`src/rtl/rs232in_fifo_pkg.sv`:
```
// rtl/rs232in_fifo_pkg.sv - shared rs232 peripheral constants and FIFO operation encoding
package rs232in_fifo_pkg;

    // Register offsets of the rs232 peripheral block
    typedef enum logic [1:0] {
        RS232_OFS_OUT_BUSY = 2'd0,
        RS232_OFS_IN_DATA  = 2'd1,
        RS232_OFS_IN_COUNT = 2'd2,
        RS232_OFS_TSC      = 2'd3
    } rs232_ofs_e;

    // Per-cycle FIFO operation, encoded as {pop, push}
    typedef enum logic [1:0] {
        FIFO_IDLE = 2'b00,
        FIFO_PUSH = 2'b01,
        FIFO_POP  = 2'b10,
        FIFO_BOTH = 2'b11
    } fifo_op_e;

    localparam int DEPTH_LOG2_MIN = 2;
    localparam int DEPTH_LOG2_MAX = 10;

    // IN_COUNT read word: {overrun, count}, count sized for the largest legal depth
    function automatic logic [DEPTH_LOG2_MAX+1:0] in_count_status(
        input logic                    ovr,
        input logic [DEPTH_LOG2_MAX:0] cnt
    );
        return {ovr, cnt};
    endfunction

endpackage

```
`src/rtl/fifo_mem8.sv`:
```
// rtl/fifo_mem8.sv - depth x 8 register file, one synchronous write port, one asynchronous read port
module fifo_mem8 #(
    parameter int DEPTH_LOG2 = 4
) (
    input  logic                  clock,
    input  logic                  we,
    input  logic [DEPTH_LOG2-1:0] waddr,
    input  logic [7:0]            wdata,
    input  logic [DEPTH_LOG2-1:0] raddr,
    output logic [7:0]            rdata
);

    logic [7:0] mem [2**DEPTH_LOG2];

    // Storage is deliberately not reset; the head is only meaningful while non-empty
    always_ff @(posedge clock) begin
        if (we) begin
            mem[waddr] <= wdata;
        end
    end

    assign rdata = mem[raddr];

endmodule

```
`src/rtl/rs232in_fifo.sv`:
```
// rtl/rs232in_fifo.sv - rs232 receive FIFO with sticky overrun; RS232IN_FIFO_RTS_EN enables nrts hysteresis
module rs232in_fifo #(
    parameter int DEPTH_LOG2 = 4,
    parameter int RTS_HIGH   = 12,
    parameter int RTS_LOW    = 4
) (
    input  logic                clock,
    input  logic                rst,
    input  logic                in_attention,
    input  logic [7:0]          in_data,
    input  logic                rd,
    output logic [7:0]          rd_data,
    output logic [DEPTH_LOG2:0] count,
    output logic                empty,
    output logic                full,
    output logic                overrun,
    input  logic                clr_overrun,
    output logic                nrts
);

    import rs232in_fifo_pkg::*;

    localparam int DEPTH = 2**DEPTH_LOG2;
    localparam logic [DEPTH_LOG2:0] FULL_COUNT = (DEPTH_LOG2+1)'(DEPTH);

    logic [DEPTH_LOG2-1:0] wr_ptr;
    logic [DEPTH_LOG2-1:0] rd_ptr;
    logic [DEPTH_LOG2:0]   count_next;
    logic                  push;
    logic                  pop;
    logic                  drop;
    fifo_op_e              op;

    // A pop frees a slot in the same cycle, so a full FIFO can still accept a push alongside it
    assign pop  = rd & ~empty;
    assign push = in_attention & (~full | pop);
    assign drop = in_attention & full & ~pop;
    assign op   = fifo_op_e'({pop, push});

    // Next occupancy; push and pop together leave it unchanged
    always_comb begin
        count_next = count;
        case (op)
            FIFO_PUSH: count_next = count + 1'b1;
            FIFO_POP:  count_next = count - 1'b1;
            default:   count_next = count;
        endcase
    end

    // Pointers, occupancy, registered flags and the sticky overrun
    always_ff @(posedge clock) begin
        if (rst) begin
            wr_ptr  <= '0;
            rd_ptr  <= '0;
            count   <= '0;
            empty   <= 1'b1;
            full    <= 1'b0;
            overrun <= 1'b0;
        end else begin
            if (push) begin
                wr_ptr <= wr_ptr + 1'b1;
            end
            if (pop) begin
                rd_ptr <= rd_ptr + 1'b1;
            end
            count <= count_next;
            empty <= (count_next == '0);
            full  <= (count_next == FULL_COUNT);
            if (drop) begin
                overrun <= 1'b1;
            end else if (clr_overrun) begin
                overrun <= 1'b0;
            end
        end
    end

    fifo_mem8 #(
        .DEPTH_LOG2(DEPTH_LOG2)
    ) u_mem (
        .clock (clock),
        .we    (push),
        .waddr (wr_ptr),
        .wdata (in_data),
        .raddr (rd_ptr),
        .rdata (rd_data)
    );

`ifdef RS232IN_FIFO_RTS_EN
    localparam logic [DEPTH_LOG2:0] RTS_HIGH_C = (DEPTH_LOG2+1)'(RTS_HIGH);
    localparam logic [DEPTH_LOG2:0] RTS_LOW_C  = (DEPTH_LOG2+1)'(RTS_LOW);

    // Flow control with hysteresis, evaluated on the post-edge occupancy
    always_ff @(posedge clock) begin
        if (rst) begin
            nrts <= 1'b0;
        end else if (count_next >= RTS_HIGH_C) begin
            nrts <= 1'b1;
        end else if (count_next <= RTS_LOW_C) begin
            nrts <= 1'b0;
        end
    end
`else
    assign nrts = 1'b0;
`endif

endmodule
```
`config.mk`:
```
export PLATFORM = sky130hd
export DESIGN_NAME = rs232in_fifo
export DESIGN_NICKNAME = d
export VERILOG_FILES = /design/src/rtl/rs232in_fifo_pkg.sv /design/src/rtl/fifo_mem8.sv /design/src/rtl/rs232in_fifo.sv
export SDC_FILE = /design/constraint.sdc
export NUM_CORES = 1
export LEC_CHECK = 0
export BUFFER_PORTS_ARGS = -buffer_cell sky130_fd_sc_hd__buf_2
export CORE_ASPECT_RATIO = 0.5
export CORE_UTILIZATION = 42
export DETAILED_ROUTE_END_ITERATION = 6
export PLACE_DENSITY = 0.59
export SYNTH_ARGS = -nofsm -noshare
export SYNTH_HDL_FRONTEND = slang
export SYNTH_SLANG_ARGS = --single-unit
```
`constraint.sdc`:
```
create_clock -name clock -period 3.5 [get_ports clock]
set_input_delay 0.35 -clock clock [delete_from_list [all_inputs] [get_ports clock]]
set_output_delay 0.35 -clock clock [all_outputs]
set_load 0.005 [all_outputs]
```
# == Yosys cells after proc, flatten, opt, wreduce, memory -nomap -nowiden ==
# Memories as Yosys holds them, arrays and structs flattened. A register that Yosys moved wholly into a read port is not among the register bits.
# Index checks and enable logic that the tools add are counted.
# totals
elab_cells,31
output_inout_bits,17
regBits,16
in_bits,13
memories,1
ramBits,128
# mem_list
memory,words,width,rd,rd_clocked_by_memory_dff,wr,line,source
u_mem.mem,16,8,1,1,1,fifo_mem8.sv:13,logic [7:0] mem [2**DEPTH_LOG2];
# op_classes
n_bitwise,8
mux,7
n_eq_ne,3
addsub,4
n_reduce_logical,2
# ops
operator,n
$pmux 5 s2,1
$add 4x1->4 const B,2
$mux 4,2
$add 5x1->5 const B,1
$eq 5x5->1 const B,1
$logic_not 5->1,1
$sub 5x1->5 const B,1
$and 1x1->1,4
$mux 1,4
$not 1->1,3
$eq 2x1->1 const B,1
$eq 2x2->1 const B,1
$reduce_bool 2->1,1
$or 1x1->1,1

# == Logic depth before layout (Yosys ltp) ==
# logic_depth
depth_word,7
ltp_mapped,12
ltp_nobuf,11

# == Cells and area by module ==
# Synthesis repeated with hierarchy kept, for this count alone.
# unflattened
hier_cells,311
area_unflattened_um2,5803.1
# modules_own_cells
mod,instances,cells_per_inst,area_per_inst_um2,seq_area_each_um2
fifo_mem8,1,221,4987.3,3843.7
rs232in_fifo,1,90,815.8,320.3

# == Worst setup path before layout ==
# Ideal clock, no wire load.
# synth_path
path_type,reg2reg
startpoint,register empty
endpoint,register full
synth_period_minus_slack_ns,2.580
arrival_ns,2.463
n_path_buf,1
required_time_ns,3.383
path_stages_with_launch,13
setup_ns,0.117
slack_ns,0.920
cell_sequence,dfxtp_1 -> nand2b_1 -> a21boi_2 -> inv_1 -> ha_1 -> buf_2 -> xor2_1 -> ha_1 -> nor2_1 -> o31a_1 -> o211ai_1 -> xor2_1 -> and4bb_1
# synth_via
elab_chain_cells,7
elab_cells_between_ends,8
cone_classes,eq/ne: 3; mux: 1; bitwise: 4
# synth_rtl
item,line,source
"start, declared",rs232in_fifo.sv:14,"output logic empty,"
"start signal, assigned",rs232in_fifo.sv:67,empty <= (count_next == '0);
$not 1->1 *,rs232in_fifo.sv:35,assign pop = rd & ~empty;
$and 1x1->1 *,rs232in_fifo.sv:35,
$or 1x1->1,rs232in_fifo.sv:36,assign push = in_attention & (~full | pop);
$and 1x1->1,rs232in_fifo.sv:36,
$eq 2x2->1 / $eq 2x1->1 (equally long branches),rs232in_fifo.sv:43,case (op)
$pmux 5 s2 *,rs232in_fifo.sv:43,
$eq 5x5->1 *,rs232in_fifo.sv:68,full <= (count_next == FULL_COUNT);
"end signal, assigned",rs232in_fifo.sv:68,
"end, declared",rs232in_fifo.sv:15,"output logic full,"
# Mark *: on every way between the ends. The rest lies on a longest branch, timed or not.
# A chain may end at the register's enable or synchronous reset.

==> impl_metrics.ini <==
[detailed_routing]
wirelength_um = 11820
viasPerCell = 5.307
vias = 2956
wire_per_inst_um = 21.22
dr_wl_met3_um = 730
route.detailed.drc = 0
first_pass_iters = 4
m1WireLength_um = 5566
ant_nets = 0
wl_met2_um = 5379
top_layer_used = met4
drt_iter0_drc = 252

[power]
power_density_nw_per_um2 = 656.8
power_uw = 4541
ir_drop_mv = 0.3400
leakage_uw = 0.002303

[setup_path]
crit_type = reg -> out
reg2reg_slack_ps = 610
endpoint_kind = output port
cp_max_fo = 20
worstRegToRegCells = 11
start_kind = flop
timing.rr.end = full$_SDFF_PP0_
cp_data_required_time_ps = 3150
cp.arrival_ps = 2540
reg2reg_from = empty$_SDFF_PP1_

[yosys]
avgSynthCellArea_sq_um = 19.07
ys_warn_count = 0
syn-instance-count = 308
ys_ff_latch = 148
synth_edf_count = 128
synth.largest_area_cell = edfxtp_1
async_reset_ff_share_pct = 0
ys_top_cells_by_area = edfxtp_1 65%, mux4_2 15%, dfxtp_1 6.8%
syn_area_sq_um = 5874
synth_ff_type = edfxtp_1
synth_top_area_share_pct = 65.43
synth_nets = 329
yosys.cell_types.count = 36
seq_area_frac_synth_pct = 72.25

[hold_path]
hold_start = in_attention
whs_endpoint = overrun$_SDFFE_PP0P_
hold_depth = 3
min_path_type = in -> reg

[clock_tree]
cts_tree = built
cts_buffers = 17
cts-resized-gates = 0
clkTransAtPathRegs_ps = 60
clock_sinks = 148
htree_levels = 4
cts_hold_buf = 0
root_buffer = clkbuf_16
clock_path_buffers = 2
cts_setup_buffers = 0
insertion_delay_ps = 410

[sta]
worstMarginPinSlew_ps = 1023
whs_ps = 212.9
fin_crit_ps = 2891
relSlewSlack_pct = 31.53
skew_ps = 10.01
final.period_utilization_pct = 82.60
finalSetupViolations = 0
rsz0062_at_grt = no
max_freq_mhz = 345.9
final.setup.tns_ps = 0
hold_viol = 0
final_max_slew_viol_count = 0

[final_layout]
nNetsFinal = 374
diodes = 0
syn_to_final_growth_pct = 17.68
final_cell_mix = 128 x edfxtp_1, 40 x mux4_2, 30 x nor2_1
drive_gt1_share_pct = 31.51
final_common_cell = edfxtp_1

[floorplan]
core_sq_um = 13590
fp.dieH_um = 85.63
std_cell_rows = 30
dieArea_sq_um = 14490
die_x_um = 169.3
initial_core_util_pct = 43.23
io_pins = 30

[placement]
port_buffers = 28
gp_congestion = 0.8290
dpl.hpwl_um = 7584

[outcome]
status = completed

[grt]
antenna_found_initial = 0
grt_max_degree = 33
grt_overflow_total = 0
first_global_vias = 3127
track_usage_pct = 18.19
grt_pass1_wl_um = 18210

[flow_run]
maxCapViolations = 0
## Yosys cell counts, types with 2 or more instances
cell type / n
o21ai_0: 4
xnor2_1: 2
nor2_1: 30
nand4_1: 3
o211ai_1: 2
edfxtp_1: 128
inv_1: 7
nor2b_1: 3
nand2b_1: 3
nor3_1: 4
ha_1: 8
nand2_1: 8
a21oi_1: 3
buf_6: 3
buf_2: 3
buf_1: 4
mux2i_1: 2
mux4_2: 40
xor2_1: 9
dfxtp_1: 20
clkbuf_1: 6
buf_4: 2
## stage by stage
| step | std cells | instance area (sq um) | util, % | setup slack, ps |
|---|---|---|---|---|
| 3_3_place_gp | 526 | 6287 | 46.27 | 766.0 |
| 4_1_cts | 557 | 6913 | 50.87 | 540.2 |
| 3_5_place_dp | 526 | 6287 | 46.27 | 608.2 |
| 6_report | 557 | 6913 | 50.87 | 609.1 |
| 5_1_grt | 557 | 6913 | 50.87 | 369.3 |
| 2_1_floorplan | 308 | 5874 | - | 920.4 |
## worst max-delay path: stages (launching register included)
cell	delay (ps)
dfxtp_2	650
buf_12	280
mux4_2	540
mux4_2	490
buf_2	150
## per-layer routing
metal,up-vias,global-route usage [%]
li1,1318,-
met2,98,26.97
met1,1525,25.87
met4,0,6.716
met3,15,5.076
met5,-,0
## state kept, by name, indices dropped and copies added, names as in the netlist, named ones only
signal     cells
count          5
empty          1
full           1
overrun        1
rd_ptr         4
u_mem.mem    128
wr_ptr         4
## final cells by class
class                   count  area (sq um)
fillers                  1120          6675
repair buffers             44         272.8
clock inverters            13         196.4
inverters                   7         26.28
clock buffers              18         429.2
well taps                 192         240.2
flip-flops and latches    148          4245
multi-input cells         135          1503
## power breakdown
part	total (uW)	switching [uW]	leakage (uW)	internal [uW]
Combinational	572	270	0.000685	302
Sequential	2050	77.3	0.00132	1980
Clock	1920	712	0.000299	1200
Total	4540	1060	0.00230	3480
## kinds of logic after synthesis
family / share of synthesized area (%)
flip-flops: 72.25
AND/OR/NAND/NOR: 4.494
multiplexers: 15.68
buffers and inverters: 2.172
AO/OA/AOI/OAI: 2.002
XOR/XNOR: 1.640
adder cells (fa/ha/maj): 1.704
other: 0.06384
## how the worst max path moves through the flow
| stage | start | endpoint | slack [ps] | cells after the start |
|---|---|---|---|---|
| CTS | flop | rd_data[6] | 540 | 4 |
| global placement | rd | full$_SDFF_PP0_ | 770 | 12 |
| finish | flop | rd_data[0] | 610 | 4 |
| floorplan | empty$_SDFF_PP1_ | full$_SDFF_PP0_ | 920 | 12 |
| detailed placement | rd | full$_SDFF_PP0_ | 610 | 12 |
| global route | empty$_SDFF_PP1_ | full$_SDFF_PP0_ | 370 | 11 |
Power figures use the tool's default switching activity.
